`src/rtl/fwd_pkg.sv`:
```
`default_nettype none
// ============================================================================
// Package  : fwd_pkg
// Purpose  : Shared select codes, select-width helper and stall-cause enum.
// Revision : 1.0
// ============================================================================
package fwd_pkg;

    localparam int FWD_SEL_RF         = 0;
    localparam int FWD_SEL_STAGE_BASE = 1;

    function automatic int fwd_sel_w(input int fwd_stages);
        return $clog2(fwd_stages + 2);
    endfunction

    function automatic int fwd_sel_mc(input int fwd_stages);
        return fwd_stages + FWD_SEL_STAGE_BASE;
    endfunction

    typedef enum logic [1:0] {
        CAUSE_NONE    = 2'd0,
        CAUSE_LOADUSE = 2'd1,
        CAUSE_BUSY    = 2'd2,
        CAUSE_WBSLOT  = 2'd3
    } stall_cause_e;

endpackage
`default_nettype wire

```
`src/rtl/fwd_scoreboard.sv`:
```
`default_nettype none
// ============================================================================
// Module   : fwd_scoreboard
// Purpose  : Busy bits, completion-slot reservations and multi-cycle writeback.
// Revision : 1.0
// ============================================================================
module fwd_scoreboard
    import fwd_pkg::*;
#(
    parameter int REG_ADDR_W = 5,
    parameter int MAX_LAT    = 6,
    parameter int LAT_W      = 3,
    localparam int NUM_REGS  = 2 ** REG_ADDR_W
) (
    input  logic                  clk,
    input  logic                  rst_n,
    input  logic                  issue_fire_i,
    input  logic [REG_ADDR_W-1:0] issue_rd_i,
    input  logic [LAT_W-1:0]      issue_lat_i,
    output logic [NUM_REGS-1:0]   busy_o,
    output logic                  slot_taken_o,
    output logic                  mc_wb_valid_o,
    output logic [REG_ADDR_W-1:0] mc_wb_rd_o
);

    // Entry k reserves the writeback in cycle now+k+1; the top entry is never
    // written but keeps the lookup uniform for L = MAX_LAT.
    logic [MAX_LAT-1:0]    resv_q, resv_d;
    logic [REG_ADDR_W-1:0] rd_q [MAX_LAT];
    logic [REG_ADDR_W-1:0] rd_d [MAX_LAT];
    logic [NUM_REGS-1:0]   busy_q, busy_d;
    logic                  wb_valid_q, wb_valid_d;
    logic [REG_ADDR_W-1:0] wb_rd_q, wb_rd_d;

    always_comb begin
        slot_taken_o = 1'b0;
        for (int k = 0; k < MAX_LAT; k++) begin
            if (issue_lat_i == LAT_W'(k + 1)) slot_taken_o = resv_q[k];
        end
    end

    always_comb begin
        resv_d = '0;
        for (int k = 0; k < MAX_LAT; k++) rd_d[k] = '0;
        for (int k = 0; k < MAX_LAT - 1; k++) begin
            resv_d[k] = resv_q[k+1];
            rd_d[k]   = rd_q[k+1];
        end
        wb_valid_d = resv_q[0] && (rd_q[0] != '0);
        wb_rd_d    = wb_valid_d ? rd_q[0] : '0;
        busy_d     = busy_q;
        if (wb_valid_q) busy_d[wb_rd_q] = 1'b0;
        // Set after clear so a same-register reissue keeps busy without a gap.
        if (issue_fire_i) begin
            if (issue_rd_i != '0) busy_d[issue_rd_i] = 1'b1;
            if (issue_lat_i == LAT_W'(1)) begin
                wb_valid_d = (issue_rd_i != '0);
                wb_rd_d    = issue_rd_i;
            end else begin
                for (int k = 0; k < MAX_LAT - 1; k++) begin
                    if (issue_lat_i == LAT_W'(k + 2)) begin
                        resv_d[k] = 1'b1;
                        rd_d[k]   = issue_rd_i;
                    end
                end
            end
        end
    end

    always_ff @(posedge clk or negedge rst_n) begin
        if (!rst_n) begin
            resv_q     <= '0;
            busy_q     <= '0;
            wb_valid_q <= 1'b0;
            wb_rd_q    <= '0;
            for (int k = 0; k < MAX_LAT; k++) rd_q[k] <= '0;
        end else begin
            resv_q     <= resv_d;
            busy_q     <= busy_d;
            wb_valid_q <= wb_valid_d;
            wb_rd_q    <= wb_rd_d;
            for (int k = 0; k < MAX_LAT; k++) rd_q[k] <= rd_d[k];
        end
    end

    assign busy_o        = busy_q;
    assign mc_wb_valid_o = wb_valid_q;
    assign mc_wb_rd_o    = wb_rd_q;

endmodule
`default_nettype wire

```
`src/rtl/fwd_hazard_unit.sv`:
```
`default_nettype none
// ============================================================================
// Module   : fwd_hazard_unit
// Purpose  : EX bypass selects, load-use/scoreboard stalls, multi-cycle wb.
//            FWD_HAZARD_PERF_EN adds saturating stall-cause counters.
// Revision : 1.0
// ============================================================================
module fwd_hazard_unit
    import fwd_pkg::*;
#(
    parameter int REG_ADDR_W = 5,
    parameter int NUM_SRC    = 2,
    parameter int FWD_STAGES = 2,
    parameter int MAX_LAT    = 6,
    parameter int LAT_W      = 3,
    localparam int SEL_W     = fwd_sel_w(FWD_STAGES)
) (
    input  logic                             clk,
    input  logic                             rst_n,
    input  logic [NUM_SRC*REG_ADDR_W-1:0]    ex_rs_addr,
    input  logic [NUM_SRC-1:0]               ex_rs_valid,
    input  logic [FWD_STAGES*REG_ADDR_W-1:0] stage_rd,
    input  logic [FWD_STAGES-1:0]            stage_regwrite,
    input  logic [FWD_STAGES-1:0]            stage_data_ready,
    input  logic                             issue_valid,
    input  logic [REG_ADDR_W-1:0]            issue_rd,
    input  logic [LAT_W-1:0]                 issue_lat,
    output logic [NUM_SRC*SEL_W-1:0]         fwd_sel,
    output logic                             stall,
    output logic                             issue_accept,
    output logic                             mc_wb_valid,
    output logic [REG_ADDR_W-1:0]            mc_wb_rd
`ifdef FWD_HAZARD_PERF_EN
    ,
    output logic [31:0]                      perf_loaduse_cnt,
    output logic [31:0]                      perf_scoreboard_cnt,
    output logic [31:0]                      perf_wbslot_cnt
`endif
);

    localparam int NUM_REGS = 2 ** REG_ADDR_W;
    localparam int SEL_MC   = fwd_sel_mc(FWD_STAGES);

    logic [NUM_REGS-1:0] busy;
    logic                slot_taken;
    logic [LAT_W-1:0]    lat_eff;
    logic [NUM_SRC-1:0]  src_loaduse;
    logic [NUM_SRC-1:0]  src_busy;
    logic                waw_stall;
    logic                slot_stall;

    always_comb begin
        lat_eff = issue_lat;
        if (issue_lat == '0)                    lat_eff = LAT_W'(1);
        else if (issue_lat > LAT_W'(MAX_LAT))   lat_eff = LAT_W'(MAX_LAT);
    end

    for (genvar i = 0; i < NUM_SRC; i++) begin : g_src
        logic [REG_ADDR_W-1:0] addr;
        logic [SEL_W-1:0]      sel;
        stall_cause_e          cause;
        logic                  found;
        logic                  found_ready;
        logic [SEL_W-1:0]      found_sel;

        assign addr = ex_rs_addr[i*REG_ADDR_W +: REG_ADDR_W];

        always_comb begin
            sel         = SEL_W'(FWD_SEL_RF);
            cause       = CAUSE_NONE;
            found       = 1'b0;
            found_ready = 1'b0;
            found_sel   = '0;
            if (ex_rs_valid[i] && (addr != '0)) begin
                for (int k = 0; k < FWD_STAGES; k++) begin
                    if (!found && stage_regwrite[k] &&
                        (stage_rd[k*REG_ADDR_W +: REG_ADDR_W] == addr)) begin
                        found       = 1'b1;
                        found_ready = stage_data_ready[k];
                        found_sel   = SEL_W'(k + FWD_SEL_STAGE_BASE);
                    end
                end
                if (found) begin
                    if (found_ready) sel = found_sel;
                    else             cause = CAUSE_LOADUSE;
                end else if (mc_wb_valid && (mc_wb_rd == addr)) begin
                    sel = SEL_W'(SEL_MC);
                end else if (busy[addr]) begin
                    cause = CAUSE_BUSY;
                end
            end
        end

        assign fwd_sel[i*SEL_W +: SEL_W] = sel;
        assign src_loaduse[i]            = (cause == CAUSE_LOADUSE);
        assign src_busy[i]               = (cause == CAUSE_BUSY);
    end

    assign waw_stall    = issue_valid && busy[issue_rd] &&
                          !(mc_wb_valid && (mc_wb_rd == issue_rd));
    assign slot_stall   = issue_valid && slot_taken;
    assign stall        = (|src_loaduse) || (|src_busy) || waw_stall || slot_stall;
    assign issue_accept = issue_valid && !stall;

    fwd_scoreboard #(
        .REG_ADDR_W (REG_ADDR_W),
        .MAX_LAT    (MAX_LAT),
        .LAT_W      (LAT_W)
    ) u_scoreboard (
        .clk           (clk),
        .rst_n         (rst_n),
        .issue_fire_i  (issue_accept),
        .issue_rd_i    (issue_rd),
        .issue_lat_i   (lat_eff),
        .busy_o        (busy),
        .slot_taken_o  (slot_taken),
        .mc_wb_valid_o (mc_wb_valid),
        .mc_wb_rd_o    (mc_wb_rd)
    );

`ifdef FWD_HAZARD_PERF_EN
    logic [31:0] perf_lu_q, perf_sb_q, perf_ws_q;

    // WAW is a busy-bit hazard, so it is accounted with the scoreboard cause.
    always_ff @(posedge clk or negedge rst_n) begin
        if (!rst_n) begin
            perf_lu_q <= '0;
            perf_sb_q <= '0;
            perf_ws_q <= '0;
        end else begin
            if ((|src_loaduse) && (perf_lu_q != '1))            perf_lu_q <= perf_lu_q + 32'd1;
            if (((|src_busy) || waw_stall) && (perf_sb_q != '1)) perf_sb_q <= perf_sb_q + 32'd1;
            if (slot_stall && (perf_ws_q != '1))                 perf_ws_q <= perf_ws_q + 32'd1;
        end
    end

    assign perf_loaduse_cnt    = perf_lu_q;
    assign perf_scoreboard_cnt = perf_sb_q;
    assign perf_wbslot_cnt     = perf_ws_q;
`endif

`ifndef SYNTHESIS
    a_lat_legal: assert property (@(posedge clk) disable iff (!rst_n)
        issue_valid |-> ((issue_lat != '0) && (issue_lat <= LAT_W'(MAX_LAT))));
`endif

endmodule
`default_nettype wire

```
`config.mk`:
```
export PLATFORM = sky130hd
export DESIGN_NAME = fwd_hazard_unit
export DESIGN_NICKNAME = d
export VERILOG_FILES = /design/src/rtl/fwd_pkg.sv /design/src/rtl/fwd_scoreboard.sv /design/src/rtl/fwd_hazard_unit.sv
export SDC_FILE = /design/constraint.sdc
export NUM_CORES = 1
export LEC_CHECK = 0
export ABC_AREA = 0
export CORE_UTILIZATION = 51
export DETAILED_ROUTE_END_ITERATION = 6
export PLACE_DENSITY = 0.87
export SLEW_MARGIN = 20
export SYNTH_ARGS = -nofsm -noshare
export SYNTH_HDL_FRONTEND = slang
export SYNTH_HIERARCHICAL = 1
export SYNTH_SLANG_ARGS = --single-unit
```
`constraint.sdc`:
```
create_clock -name clk -period 3 [get_ports clk]
set_clock_uncertainty 0.05 [all_clocks]
set_input_delay 0.6 -clock clk [delete_from_list [all_inputs] [get_ports clk]]
set_output_delay 0.6 -clock clk [all_outputs]
set_load 0.02 [all_outputs]
```
==> impl_metrics.yaml <==
status:
  outcome: "complete, but fails checks"
  violations: "negative setup slack"
grt:
  grt_antenna_before_repair: 0
  grt_max_degree: 40
  grt_pass1_vias: 4098
  overflow: 0
  grt_pass1_wl_um: 20800
  grt_usage_pct: 31.9
cts:
  ctsHoldBuffers: 0
  clkTransAtPathRegs_ns: 0.07
  cts_buffer_depth: 2
  tritoncts: "done"
  clk_latency_ns: 0.34
  clkSinkCount: 68
  cts_buffers: 9
  cts.htree.levels: 3
  clock-root-buffer: "clkbuf_8"
worst_hold_path:
  hp-class: "input port to async pin"
setup_path:
  timing.critical_path.buf_inv: 3
  rr_worst_depth: 11
  crit_family: "simple AND/OR/NAND/NOR gates"
  crit_path_max_fanout: 8
  worstSetupPathType: "input port to output pin"
  crit_required_ns: 2.35
  crit_chain: "clkbuf_4 -> buf_6 -> xor2_1 -> nor4_1 -> and3_2 -> a21oi_4 -> nand4_1 -> nand2_2 -> nor4b_4 -> buf_4"
  critPathArrivalTime_ns: 2.62
  cp.depth: 10
  endpoint_kind: "output pin"
  crit_slowest_cell: "nor4_1"
  slowest_delay_ns: 0.41
  start_kind: "input port"
sta:
  hold_slack_ns: 0.244
  rsz0062_at_grt: "true"
  hold_viol_final: 0
  fmax_mhz: 306
  fin_ws_ns: -0.267
  setup_viol: 48
  worst_slew_pin_slew_ns: 0.690
  period_share_pct: 109
  slew_headroom_pct: 54.0
  slew_violations: 0
  period_needed_ns: 3.27
route:
  routed_via_density: 6.34
  top_layer_used: "met4"
  wl_met2_um: 6730
  post_drt_wl_per_cell_um: 21.6
  route.met3.wl_um: 951
  drt_wl_total_um: 13400
  drtIter0Drc: 550
  vias: 3932
  drc: 0
  dr.pass1.iters: 5
  wirelength_met1_um: 4950
  detail-route-antenna-nets: 0
yosys:
  yosysSeqAreaShare_pct: 39.9
  netlist_instances: 384
  netlist_area_sq_um: 4270
  synth_flop_cell: "dfrtp_1"
  synth_cell_types: 60
  synth.avg_cell_area_sq_um: 11.1
  yosys_warnings: 6
  async_reset_ff_share_pct: 100
  syn_nets: 421
  synth_edf_count: 0
  ys_ff_latch: 68
die:
  die-area_sq_um: 8740
  initial_core_util_pct: 53.8
  core_region_area_sq_um: 7930
  io-pin-count: 49
  die_h_um: 93.5
  row_count: 32
  die_width_um: 93.5
power:
  power_leakage_nw: 2.48
  powerDensity_nw_per_um2: 358
  peakVddDrop_mv: 0.390
place:
  io_buffers: 48
  dp_hpwl_um: 9120
  gp_congestion: 0.923
  dp_cells: 589
final_layout:
  num_antenna_cells: 0
  final_cell_mix: "buf_4, dfrtp_1, o21ai_0, xor2_1, buf_6"
  areaGrowthSynthToFinish_pct: 38.3
  drive_above_1_share_pct: 43.8
  nNetsFinal: 550
  layout_commonest_cell: "buf_4"
  stdcell_count: 620
flow_run:
  drv_cap: 0
## synthesized netlist by cell type (4+ instances only)
cell       n  area share [%]
o21ai_0   72             8.4
mux2i_1   16             3.8
nand2_1   21             1.8
nor4_1     7             1.0
and2_1     5            0.73
dfrtp_1   68              40
nand3b_1  13             2.3
xnor2_1    7             1.4
or3b_2     6             1.2
a21oi_1    5            0.59
nor2_1     5            0.44
mux4_2    18             9.5
nand3_1    6            0.70
clkbuf_1  10            0.88
buf_2      7            0.82
mux2_2    23             6.1
xor2_1    28             5.7
buf_6      4             1.1
## metrics by stage
| step | utilization (%) | cell area [sq um] | setup TNS, ns | setup slack (ns) | power (W) |
|---|---|---|---|---|---|
| after floorplan | - | 4340 | -9.00 | -0.439 | 0.00115 |
| after global placement | 67.9 | 5380 | -49.18 | -1.09 | 0.00130 |
| after detailed placement | 67.9 | 5380 | -53.29 | -1.12 | 0.00132 |
| after CTS | 73.3 | 5810 | -2.30 | -0.201 | 0.00209 |
| after global routing | 74.4 | 5900 | -10.23 | -0.357 | 0.00219 |
| final | 74.4 | 5900 | -4.09 | -0.267 | 0.00211 |
## final cells by class
class	instances	area [sq um]
Sequential cell	68	1700
Multi-Input combinational cell	287	2610
Fill cell	489	2030
Clock buffer	11	141
Inverter	3	11.3
Tap cell	102	128
Timing Repair Buffer	144	1240
Clock inverter	5	60.1
## sequential cells by signal (all words and copies together) (netlist names)
register and count:
u_scoreboard/mc_wb_valid_o 1, u_scoreboard/busy_o 32, u_scoreboard/rd_q 25, u_scoreboard/mc_wb_rd_o 5, u_scoreboard/resv_q 5
## per-layer routing
layer | global-route usage (%) | vias up
met5 | 0 | -
met4 | 18.7 | 0
met3 | 6.42 | 73
met2 | 55.0 | 239
met1 | 36.7 | 1932
li1 | - | 1688
## worst reg2reg max path, stage by stage, from the launching register on
cell and delay, ns:
dfrtp_1 0.45, mux4_2 0.47, mux4_2 0.48, o21ai_2 0.14, a21oi_2 0.06, a21oi_2 0.15, nor4b_4 0.23, buf_4 0.21
nand2_4 0.07, nor3_4 0.23, buf_6 0.15, mux2_4 0.29
## report_power, final
group | internal, W | total, W | switching (W)
Clock | 0.000410 | 0.000765 | 0.000355
Sequential | 0.000933 | 0.000947 | 0.0000136
Combinational | 0.000196 | 0.000401 | 0.000204
## path summary, 6_finish.rpt
check | start | to | slack (ns)
max | ex_rs_addr[0] | issue_accept | -0.27
min | rst_n | u_scoreboard/rd_q[6]$_DFF_PN0_ | 0.24
max reg2reg | u_scoreboard/busy_o[17]$_DFF_PN0_ | u_scoreboard/rd_q[19]$_DFF_PN0_ | -0.11
min reg2reg | u_scoreboard/resv_q[2]$_DFF_PN0_ | u_scoreboard/resv_q[1]$_DFF_PN0_ | 0.43
max in group asynchronous | rst_n | u_scoreboard/busy_o[16]$_DFF_PN0_ | 2.01
min in group clk | u_scoreboard/resv_q[2]$_DFF_PN0_ | u_scoreboard/resv_q[1]$_DFF_PN0_ | 0.43
## cell families after synthesis
kind of cell,after synthesis,synth area share [%]
flip-flops,68,39.9
buffers and inverters,29,4.28
AO/OA/AOI/OAI,96,12.9
AND/OR/NAND/NOR,96,14.5
multiplexers,60,21.2
XOR/XNOR,35,7.18
## timing repair
action	4_1_cts	5_1_grt
gates resized for setup	127	40
pin swaps	25	19
endpoints found under the setup margin	73	72
cloned	1	0
setup buffers	13	4
(Power assumes the default switching activity.)
